### src/rtl/pc_pkg.sv
// Shared types, encodings and helpers for the fetch-address (PC) unit.
package pc_pkg;

   // D-stage branch kinds; any code above BR_BGEZALL behaves as BR_NONE.
   typedef enum logic [3:0] {
      BR_NONE    = 4'd0,
      BR_BEQ     = 4'd1,
      BR_BNE     = 4'd2,
      BR_BLEZ    = 4'd3,
      BR_BGTZ    = 4'd4,
      BR_BLTZ    = 4'd5,
      BR_BGEZ    = 4'd6,
      BR_BGEZAL  = 4'd7,
      BR_BGEZALL = 4'd8
   } brOp_e;

   // Delay-slot control: KILL lasts exactly one edge after a not-taken
   // branch-likely, while the doomed slot instruction sits in D.
   typedef enum logic [0:0] {
      ST_RUN  = 1'b0,
      ST_KILL = 1'b1
   } pcState_e;

   localparam logic [31:0] RESET_PC_DEF   = 32'h0000_3000;
   localparam logic [31:0] HANDLER_PC_DEF = 32'h0000_4180;
   localparam logic [31:0] IMEM_BASE_DEF  = 32'h0000_3000;
   localparam logic [31:0] IMEM_SIZE_DEF  = 32'h0000_4000;
   localparam logic [31:0] PC_STEP        = 32'h0000_0004;

   // PC-relative target: word offset scaled by 4, added to the slot address.
   function automatic logic [31:0] branchTarget(input logic [31:0] pcD,
                                                input logic [15:0] imm);
      logic [31:0] offset;
      offset = {{14{imm[15]}}, imm, 2'b00};
      return pcD + PC_STEP + offset;
   endfunction

   // Region jump: keeps the top nibble of the D-stage PC.
   function automatic logic [31:0] jumpTarget(input logic [31:0] pcD,
                                              input logic [25:0] index);
      return {pcD[31:28], index, 2'b00};
   endfunction

   // Fetch address error: misaligned or outside [base, base+size).
   // The bound is formed in 33 bits so a window ending at 2^32 still works.
   function automatic logic fetchFault(input logic [31:0] pc,
                                       input logic [31:0] base,
                                       input logic [31:0] size);
      logic [32:0] limit;
      logic        misaligned;
      logic        belowBase;
      logic        aboveTop;
      limit      = {1'b0, base} + {1'b0, size};
      misaligned = (pc[1:0] != 2'b00);
      belowBase  = ({1'b0, pc} < {1'b0, base});
      aboveTop   = ({1'b0, pc} >= limit);
      return misaligned | belowBase | aboveTop;
   endfunction

endpackage

### src/rtl/pc_unit_if.sv
// Pipeline-side bundle for the PC unit: D-stage control-transfer inputs,
// M-stage exception/return requests and the fetch-side results.
interface pc_unit_if;
   import pc_pkg::*;

   logic        stall_F;
   logic [31:0] PC_D;
   logic [3:0]  br_op_D;
   logic [31:0] rs_D;
   logic [31:0] rt_D;
   logic [15:0] imm_D;
   logic        j_D;
   logic [25:0] index_D;
   logic        jr_D;
   logic        exc_req;
   logic        eret_req;
   logic [31:0] epc;

   logic [31:0] PC_F;
   logic        taken_D;
   logic        nullify_F;
   logic        adel_F;

   // Pipeline / hazard logic side.
   modport master (
      output stall_F, PC_D, br_op_D, rs_D, rt_D, imm_D,
             j_D, index_D, jr_D, exc_req, eret_req, epc,
      input  PC_F, taken_D, nullify_F, adel_F
   );

   // PC unit side.
   modport slave (
      input  stall_F, PC_D, br_op_D, rs_D, rt_D, imm_D,
             j_D, index_D, jr_D, exc_req, eret_req, epc,
      output PC_F, taken_D, nullify_F, adel_F
   );

endinterface

### src/rtl/pc_unit_br_cmp.sv
// Branch condition evaluator: purely combinational, operands are treated
// as signed 32-bit values. Unknown branch codes never report a true condition.
module br_cmp
   import pc_pkg::*;
(
   input  logic [3:0]  brOp,
   input  logic [31:0] rs,
   input  logic [31:0] rt,
   output logic        cond
);

   logic rsNeg_s;
   logic rsZero_s;
   logic rsEqRt_s;

   // Sign/zero/equality flags shared by all comparisons.
   always_comb begin
      rsNeg_s  = rs[31];
      rsZero_s = (rs == 32'd0);
      rsEqRt_s = (rs == rt);
   end

   // Select the condition for the requested branch kind.
   always_comb begin
      cond = 1'b0;
      case (brOp_e'(brOp))
         BR_BEQ:     cond = rsEqRt_s;
         BR_BNE:     cond = !rsEqRt_s;
         BR_BLEZ:    cond = rsNeg_s | rsZero_s;
         BR_BGTZ:    cond = !rsNeg_s & !rsZero_s;
         BR_BLTZ:    cond = rsNeg_s;
         BR_BGEZ:    cond = !rsNeg_s;
         BR_BGEZAL:  cond = !rsNeg_s;
         BR_BGEZALL: cond = !rsNeg_s;
         BR_NONE:    cond = 1'b0;
         default:    cond = 1'b0;
      endcase
   end

endmodule

### src/rtl/pc_unit.sv
// Fetch-address unit: holds PC_F, resolves D-stage branches and jumps,
// services exception entry / eret, and nullifies the delay slot of a
// not-taken branch-likely.
module pc_unit
   import pc_pkg::*;
#(
   parameter logic [31:0] RESET_PC   = RESET_PC_DEF,
   parameter logic [31:0] HANDLER_PC = HANDLER_PC_DEF,
   parameter logic [31:0] IMEM_BASE  = IMEM_BASE_DEF,
   parameter logic [31:0] IMEM_SIZE  = IMEM_SIZE_DEF,
   parameter bit          LIKELY_EN  = 1'b1
)
(
   input  logic       clk,
   input  logic       reset,
   pc_unit_if.slave   bus
);

   pcState_e    state_r;
   pcState_e    stateNext_s;
   logic        killActive_s;
   logic [3:0]  effBrOp_s;
   logic        cond_s;
   logic        isLikely_s;
   logic        taken_s;
   logic        nullify_s;
   logic [31:0] brTarget_s;
   logic [31:0] jTarget_s;
   logic [31:0] nextPc_s;
   logic [31:0] pc_r;
   logic        adel_r;

   // FSM state register; reset drops any pending KILL.
   always_ff @(posedge clk) begin
      if (reset) begin
         state_r <= ST_RUN;
      end else begin
         state_r <= stateNext_s;
      end
   end

   // FSM next state: exception/eret flush any kill, KILL lasts one edge.
   always_comb begin
      stateNext_s = ST_RUN;
      if (bus.exc_req || bus.eret_req) begin
         stateNext_s = ST_RUN;
      end else begin
         case (state_r)
            ST_RUN: begin
               if (nullify_s) begin
                  stateNext_s = ST_KILL;
               end else begin
                  stateNext_s = ST_RUN;
               end
            end
            ST_KILL: stateNext_s = ST_RUN;
            default: stateNext_s = ST_RUN;
         endcase
      end
   end

   // FSM outputs: while killing, the slot's branch code is masked to none.
   always_comb begin
      killActive_s = 1'b0;
      effBrOp_s    = bus.br_op_D;
      case (state_r)
         ST_RUN: begin
            killActive_s = 1'b0;
            effBrOp_s    = bus.br_op_D;
         end
         ST_KILL: begin
            killActive_s = 1'b1;
            effBrOp_s    = BR_NONE;
         end
         default: begin
            killActive_s = 1'b0;
            effBrOp_s    = bus.br_op_D;
         end
      endcase
   end

   br_cmp u_brCmp (
      .brOp (effBrOp_s),
      .rs   (bus.rs_D),
      .rt   (bus.rt_D),
      .cond (cond_s)
   );

   // D-stage transfer decision and branch-likely nullify request.
   always_comb begin
      taken_s    = bus.j_D | bus.jr_D | cond_s;
      isLikely_s = (effBrOp_s == BR_BGEZALL) && !killActive_s;
      if (LIKELY_EN && isLikely_s && !cond_s && !bus.stall_F
          && !bus.exc_req && !bus.eret_req) begin
         nullify_s = 1'b1;
      end else begin
         nullify_s = 1'b0;
      end
   end

   // Candidate redirect targets computed from the D-stage PC.
   always_comb begin
      brTarget_s = branchTarget(bus.PC_D, bus.imm_D);
      jTarget_s  = jumpTarget(bus.PC_D, bus.index_D);
   end

   // Next fetch address by priority; exception/eret ignore the stall.
   always_comb begin
      nextPc_s = pc_r + PC_STEP;
      if (bus.exc_req) begin
         nextPc_s = HANDLER_PC;
      end else if (bus.eret_req) begin
         nextPc_s = bus.epc;
      end else if (bus.stall_F) begin
         nextPc_s = pc_r;
      end else if (bus.j_D) begin
         nextPc_s = jTarget_s;
      end else if (cond_s) begin
         nextPc_s = brTarget_s;
      end else if (bus.jr_D) begin
         nextPc_s = bus.rs_D;
      end else begin
         nextPc_s = pc_r + PC_STEP;
      end
   end

   // PC register with its address-error flag computed alongside, so the
   // flag always describes the PC value being presented.
   always_ff @(posedge clk) begin
      if (reset) begin
         pc_r   <= RESET_PC;
         adel_r <= fetchFault(RESET_PC, IMEM_BASE, IMEM_SIZE);
      end else begin
         pc_r   <= nextPc_s;
         adel_r <= fetchFault(nextPc_s, IMEM_BASE, IMEM_SIZE);
      end
   end

   assign bus.PC_F      = pc_r;
   assign bus.adel_F    = adel_r;
   assign bus.taken_D   = taken_s;
   assign bus.nullify_F = nullify_s;

endmodule

### src/flat_wrapper.sv
// flat-port wrapper written by rule: the top's interface ports become plain ports
module pc_unit_flat import pc_pkg::*;
#(
   parameter logic [31:0] RESET_PC   = RESET_PC_DEF,
   parameter logic [31:0] HANDLER_PC = HANDLER_PC_DEF,
   parameter logic [31:0] IMEM_BASE  = IMEM_BASE_DEF,
   parameter logic [31:0] IMEM_SIZE  = IMEM_SIZE_DEF,
   parameter bit          LIKELY_EN  = 1'b1
)
  (clk, reset, bus_stall_F, bus_PC_D, bus_br_op_D, bus_rs_D, bus_rt_D, bus_imm_D, bus_j_D, bus_index_D, bus_jr_D, bus_exc_req, bus_eret_req, bus_epc, bus_PC_F, bus_taken_D, bus_nullify_F, bus_adel_F);
  pc_unit_if bus_i ();
  input  logic clk;
  input  logic reset;
  input wire logic [$bits(bus_i.stall_F)-1:0] bus_stall_F;
  input wire logic [$bits(bus_i.PC_D)-1:0] bus_PC_D;
  input wire logic [$bits(bus_i.br_op_D)-1:0] bus_br_op_D;
  input wire logic [$bits(bus_i.rs_D)-1:0] bus_rs_D;
  input wire logic [$bits(bus_i.rt_D)-1:0] bus_rt_D;
  input wire logic [$bits(bus_i.imm_D)-1:0] bus_imm_D;
  input wire logic [$bits(bus_i.j_D)-1:0] bus_j_D;
  input wire logic [$bits(bus_i.index_D)-1:0] bus_index_D;
  input wire logic [$bits(bus_i.jr_D)-1:0] bus_jr_D;
  input wire logic [$bits(bus_i.exc_req)-1:0] bus_exc_req;
  input wire logic [$bits(bus_i.eret_req)-1:0] bus_eret_req;
  input wire logic [$bits(bus_i.epc)-1:0] bus_epc;
  output wire logic [$bits(bus_i.PC_F)-1:0] bus_PC_F;
  output wire logic [$bits(bus_i.taken_D)-1:0] bus_taken_D;
  output wire logic [$bits(bus_i.nullify_F)-1:0] bus_nullify_F;
  output wire logic [$bits(bus_i.adel_F)-1:0] bus_adel_F;
  assign bus_i.stall_F = bus_stall_F;
  assign bus_i.PC_D = bus_PC_D;
  assign bus_i.br_op_D = bus_br_op_D;
  assign bus_i.rs_D = bus_rs_D;
  assign bus_i.rt_D = bus_rt_D;
  assign bus_i.imm_D = bus_imm_D;
  assign bus_i.j_D = bus_j_D;
  assign bus_i.index_D = bus_index_D;
  assign bus_i.jr_D = bus_jr_D;
  assign bus_i.exc_req = bus_exc_req;
  assign bus_i.eret_req = bus_eret_req;
  assign bus_i.epc = bus_epc;
  assign bus_PC_F = bus_i.PC_F;
  assign bus_taken_D = bus_i.taken_D;
  assign bus_nullify_F = bus_i.nullify_F;
  assign bus_adel_F = bus_i.adel_F;
  pc_unit #(.RESET_PC(RESET_PC), .HANDLER_PC(HANDLER_PC), .IMEM_BASE(IMEM_BASE), .IMEM_SIZE(IMEM_SIZE), .LIKELY_EN(LIKELY_EN)) u_core (.clk(clk), .reset(reset), .bus(bus_i));
endmodule
### config.mk
export PLATFORM = sky130hd
export DESIGN_NAME = pc_unit_flat
export DESIGN_NICKNAME = d
export VERILOG_FILES = /design/src/rtl/pc_pkg.sv /design/src/rtl/pc_unit_if.sv /design/src/rtl/pc_unit_br_cmp.sv /design/src/rtl/pc_unit.sv /design/src/flat_wrapper.sv
export SDC_FILE = /design/constraint.sdc
export NUM_CORES = 1
export LEC_CHECK = 0
export BUFFER_PORTS_ARGS = -buffer_cell sky130_fd_sc_hd__clkbuf_2
export CAP_MARGIN = 30
export CORE_MARGIN = 2
export CORE_UTILIZATION = 46
export CTS_CLUSTER_SIZE = 16
export DETAILED_ROUTE_END_ITERATION = 16
export GPL_ROUTABILITY_DRIVEN = 0
export HOLD_SLACK_MARGIN = 0.05
export PLACE_DENSITY = 0.8
export SYNTH_ARGS = -nofsm -noshare
export SYNTH_HDL_FRONTEND = slang
export SYNTH_HIERARCHICAL = 1
export SYNTH_SLANG_ARGS = --single-unit
### constraint.sdc
create_clock -name clk -period 3.75 [get_ports clk]
set_input_delay 0.5625 -clock clk [delete_from_list [all_inputs] [get_ports clk]]
set_output_delay 0.5625 -clock clk [all_outputs]
set_load 0.005 [all_outputs]
==> report_table.html <==
<table>
<tr><th>Metric</th><th>Value</th></tr>
<tr><th colspan="2">Hold path</th></tr>
<tr><td>Min-Delay Path Class</td><td>in -&gt; reg</td></tr>
<tr><th colspan="2">CTS</th></tr>
<tr><td>Clock tree from TritonCTS</td><td>done</td></tr>
<tr><td>TritonCTS buffer count</td><td>5</td></tr>
<tr><td>Buffer depth of the longest clock path</td><td>2</td></tr>
<tr><td>Number of resized instances in the post-cts repair step</td><td>2</td></tr>
<tr><td>CTS Hold Bufs</td><td>0</td></tr>
<tr><td>Clock latency on the worst-skew pair</td><td>0.29 ns</td></tr>
<tr><td>Clock tree root buffer cell</td><td>sky130_fd_sc_hd__clkbuf_16</td></tr>
<tr><td>Clock-pin transition on the worst setup and hold timing paths</td><td>0.06 ns</td></tr>
<tr><td>Number of setup buffers added after CTS</td><td>0</td></tr>
<tr><td>Depth of the CTS H-tree</td><td>2</td></tr>
<tr><td>Clock sink count</td><td>34</td></tr>
<tr><th colspan="2">Cells and area</th></tr>
<tr><td>Fin area</td><td>7660 um^2</td></tr>
<tr><td>Area Overhead vs Synth</td><td>34.5%</td></tr>
<tr><td>Count of nets after finishing</td><td>1285</td></tr>
<tr><td>Most frequent standard cell in the layout excluding fill and tap cells</td><td>sky130_fd_sc_hd__clkbuf_2</td></tr>
<tr><td>Most frequent cells in the layout</td><td>sky130_fd_sc_hd__clkbuf_2 (215), sky130_fd_sc_hd__buf_4 (79), sky130_fd_sc_hd__nand2_1 (69)</td></tr>
<tr><td>Share of layout cells above drive strength 1</td><td>0.318</td></tr>
<tr><th colspan="2">Run status</th></tr>
<tr><td>Violations in the final reports</td><td>setup timing</td></tr>
<tr><td>Run status</td><td>finished, violations left</td></tr>
<tr><th colspan="2">Synth</th></tr>
<tr><td>Register bit total from synthesis</td><td>34</td></tr>
<tr><td>Mean area per synthesized cell</td><td>7.27 um^2</td></tr>
<tr><td>Number of distinct library cells after synthesis</td><td>77</td></tr>
<tr><td>Synthesized cell area</td><td>5690 um^2</td></tr>
<tr><td>Yosys warns</td><td>6</td></tr>
<tr><td>Share of flip-flops with an asynchronous set or reset after synthesis</td><td>0</td></tr>
<tr><td>Leading register cell type out of synthesis</td><td>sky130_fd_sc_hd__dfxtp_1</td></tr>
<tr><td>Net Count, Synth</td><td>1023</td></tr>
<tr><td>Count of mapped cells out of synthesis</td><td>783</td></tr>
<tr><td>Sequential-to-total area share from yosys stat</td><td>0.120</td></tr>
<tr><td>Number of synthesized flops with an enable pin</td><td>0</td></tr>
<tr><th colspan="2">Worst setup path</th></tr>
<tr><td>Required arrival time at the worst endpoint</td><td>3.88 ns</td></tr>
<tr><td>Most repeated library cell on the critical path</td><td>sky130_fd_sc_hd__nor4_2</td></tr>
<tr><td>Classification of the worst setup path</td><td>in -&gt; reg</td></tr>
<tr><td>Critical path data arrival time</td><td>3.95 ns</td></tr>
<tr><td>Sequence of cells on the critical path</td><td>clkbuf_2 &gt; xnor2_1 &gt; nand4_1 &gt; nor4_2 &gt; a21oi_1 &gt; a311o_2 &gt; or4b_1 &gt; or4_1 &gt; nand3_1 &gt; a2bb2oi_1 &gt; and3_1 &gt; mux2_2 &gt; nor4_2 &gt; and4_1 &gt; a41oi_1</td></tr>
<tr><td>CP endpoint kind</td><td>flip-flop</td></tr>
<tr><td>Worst-path cell with the longest stage delay</td><td>sky130_fd_sc_hd__or4b_1</td></tr>
<tr><td>Type of element launching the critical path</td><td>primary input</td></tr>
<tr><td>Maximum single-stage delay on the critical path</td><td>0.50 ns</td></tr>
<tr><td>Critical Path Fanout Max</td><td>3</td></tr>
<tr><th colspan="2">Global route</th></tr>
<tr><td>Gr ovfl total</td><td>0</td></tr>
<tr><td>Global-route usage over all layers</td><td>0.334</td></tr>
<tr><td>Wire length of the first global-routing pass</td><td>35200 um</td></tr>
<tr><td>Number of antenna violations at the first check in global routing</td><td>2</td></tr>
<tr><td>Maximum number of pins on one net before global-route repair</td><td>31</td></tr>
<tr><td>Number of global-route vias before repair</td><td>7007</td></tr>
<tr><th colspan="2">STA</th></tr>
<tr><td>Pin slew with the least headroom to its limit</td><td>0.750 ns</td></tr>
<tr><td>Total of endpoints with negative setup slack in the final report</td><td>1</td></tr>
<tr><td>Final hold violations</td><td>0</td></tr>
<tr><td>Final max-slew violation count</td><td>0</td></tr>
<tr><td>Setup repair after global routing missed its margin</td><td>true</td></tr>
<tr><td>Final period util</td><td>1.02</td></tr>
<tr><td>Peak Freq</td><td>262 MHz</td></tr>
<tr><td>Final worst hold slack</td><td>0.508 ns</td></tr>
<tr><td>Post-layout min period</td><td>3.82 ns</td></tr>
<tr><td>Maximum clock skew at final layout</td><td>0.0109 ns</td></tr>
<tr><td>Slew headroom</td><td>0.500</td></tr>
<tr><td>Post-layout worst setup margin</td><td>-0.0688 ns</td></tr>
<tr><td>Sum of negative setup slack</td><td>-0.0688 ns</td></tr>
<tr><th colspan="2">Power and ir drop</th></tr>
<tr><td>Total power of the final layout</td><td>0.00198 W</td></tr>
<tr><td>PD cells</td><td>259 nW/um^2</td></tr>
<tr><td>Static Leakage</td><td>3.53 nW</td></tr>
<tr><td>Worst supply voltage drop on vdd</td><td>0.166 mV</td></tr>
<tr><th colspan="2">Drt</th></tr>
<tr><td>Post-DRT Antenna Nets</td><td>0</td></tr>
<tr><td>Post-detailed-route via-to-cell ratio</td><td>6.28</td></tr>
<tr><td>Wire length after detailed routing</td><td>23100 um</td></tr>
<tr><td>Router iterations before antenna repair</td><td>6</td></tr>
<tr><td>Wire per inst</td><td>19.0 um</td></tr>
<tr><td>Initial detailed-routing violation count</td><td>959</td></tr>
<tr><td>Number of vias in the routed layout</td><td>7639</td></tr>
<tr><td>Remaining routing DRC violations</td><td>0</td></tr>
<tr><th colspan="2">Floorplanning</th></tr>
<tr><td>Initial core utilization</td><td>0.472</td></tr>
<tr><td>Total I/O pin count</td><td>216</td></tr>
<tr><td>Die width</td><td>115 um</td></tr>
<tr><td>Die Span Y</td><td>115 um</td></tr>
<tr><td>Site Rows</td><td>40</td></tr>
<tr><td>Floorplan core area</td><td>12100 um^2</td></tr>
<tr><td>Die outline area</td><td>13300 um^2</td></tr>
<tr><th colspan="2">Placed design</th></tr>
<tr><td>Worst slack at placement</td><td>-0.313 ns</td></tr>
<tr><td>Detailed-placement wirelength estimate</td><td>18400 um</td></tr>
<tr><td>Area after detailed placement</td><td>7420 um^2</td></tr>
<tr><td>Port buffer count</td><td>215</td></tr>
<tr><th colspan="2">Flow run</th></tr>
<tr><td>Maximum capacitance violations</td><td>0</td></tr>
</table>
[synth_stat cells (5+ instances only)]
cell,count,share of area
sky130_fd_sc_hd__a31oi_1,11,0.012
sky130_fd_sc_hd__mux2_2,7,0.014
sky130_fd_sc_hd__nor2b_1,17,0.019
sky130_fd_sc_hd__and2_1,7,0.0077
sky130_fd_sc_hd__nor4_1,17,0.019
sky130_fd_sc_hd__and3_1,12,0.013
sky130_fd_sc_hd__xor2_1,14,0.022
sky130_fd_sc_hd__dfxtp_1,34,0.12
sky130_fd_sc_hd__nand2_1,69,0.045
sky130_fd_sc_hd__inv_1,14,0.0092
sky130_fd_sc_hd__nor2_1,65,0.043
sky130_fd_sc_hd__a21oi_1,62,0.055
sky130_fd_sc_hd__a21o_1,10,0.013
sky130_fd_sc_hd__o21a_1,5,0.0066
sky130_fd_sc_hd__o21ai_1,11,0.0097
sky130_fd_sc_hd__a211oi_1,11,0.015
sky130_fd_sc_hd__a221oi_1,14,0.022
sky130_fd_sc_hd__o211ai_1,11,0.015
sky130_fd_sc_hd__nand3_1,25,0.022
sky130_fd_sc_hd__buf_2,9,0.0079
sky130_fd_sc_hd__o21ai_0,49,0.043
sky130_fd_sc_hd__ha_1,58,0.13
sky130_fd_sc_hd__xnor2_1,52,0.080
sky130_fd_sc_hd__o221ai_1,10,0.015
sky130_fd_sc_hd__a221o_1,5,0.0088
sky130_fd_sc_hd__clkbuf_1,30,0.020
sky130_fd_sc_hd__nand4_1,24,0.026
sky130_fd_sc_hd__or3_1,9,0.0099
sky130_fd_sc_hd__nor3_1,21,0.018
sky130_fd_sc_hd__mux2i_1,19,0.033
[critical path, delay by kind of cell]
kind                   cells  cell delay (ns)
buffers and inverters      1             0.11
XOR/XNOR                   1             0.26
AND/OR/NAND/NOR            8             2.07
AO/OA/AOI/OAI              4             0.63
multiplexers               1             0.30
[sequential cells by signal, indices dropped and copies added (netlist names)]
register and flops:
u_core/bus.PC_F 32, u_core/bus.adel_F 1, u_core/state_r 1
[power by group]
part           total [W]  switching (W)  leakage [nW]  internal, W
Clock           0.000556       0.000174        0.0940     0.000382
Sequential      0.000418      0.0000359         0.280     0.000382
Combinational    0.00101       0.000556          3.15     0.000451
[stage by stage]
stage,util,std cells
final,0.635,1216
after global routing,0.635,1216
after floorplan,-,783
after detailed placement,0.615,1206
after CTS,0.632,1214
after global placement,0.615,1206
[logic make-up (layout without fill, tap and decap cells)]
group	after synthesis	in the layout	share of synthesized area
compound gates	248	248	0.292
xor+xnor	66	66	0.102
fa+ha+maj	59	59	0.131
buf+inv	56	319	0.0389
flops	34	34	0.120
mux	26	26	0.0473
other cells	0	2	0
simple gates	294	294	0.270
[final timing paths]
check                                                   start                             to  slack (ns)  depth (start not counted)
worst max-delay path                              bus_rs_D[8]   u_core/bus.adel_F$_SDFF_PP0_       -0.07                         15
worst min-delay path                               bus_epc[6]  u_core/bus.PC_F[6]$_SDFF_PP0_        0.51                          2
worst min register to register  u_core/bus.PC_F[6]$_SDFF_PP0_  u_core/bus.PC_F[6]$_SDFF_PP0_        0.68                          3
worst max register to register      u_core/state_r$_SDFF_PP0_   u_core/bus.adel_F$_SDFF_PP0_        0.10                         14
[layer usage]
metal,vias up,part of all wire,track usage
li1,3534,-,-
met1,3479,0.39,0.415
met2,532,0.45,0.539
met3,94,0.11,0.0712
met4,0,0.052,0.181
met5,-,0,0
[final cells by class]
cell class,instances,area (um^2)
inverters,16,60.1
repair buffers,295,1680
well taps,168,210
fillers,1093,4400
multi-input cells,693,4830
diodes,2,5.00
clock inverters,3,68.8
flip-flops and latches,34,681
clock buffers,5,125
Note: power is estimated with default switching activity, not from simulation.
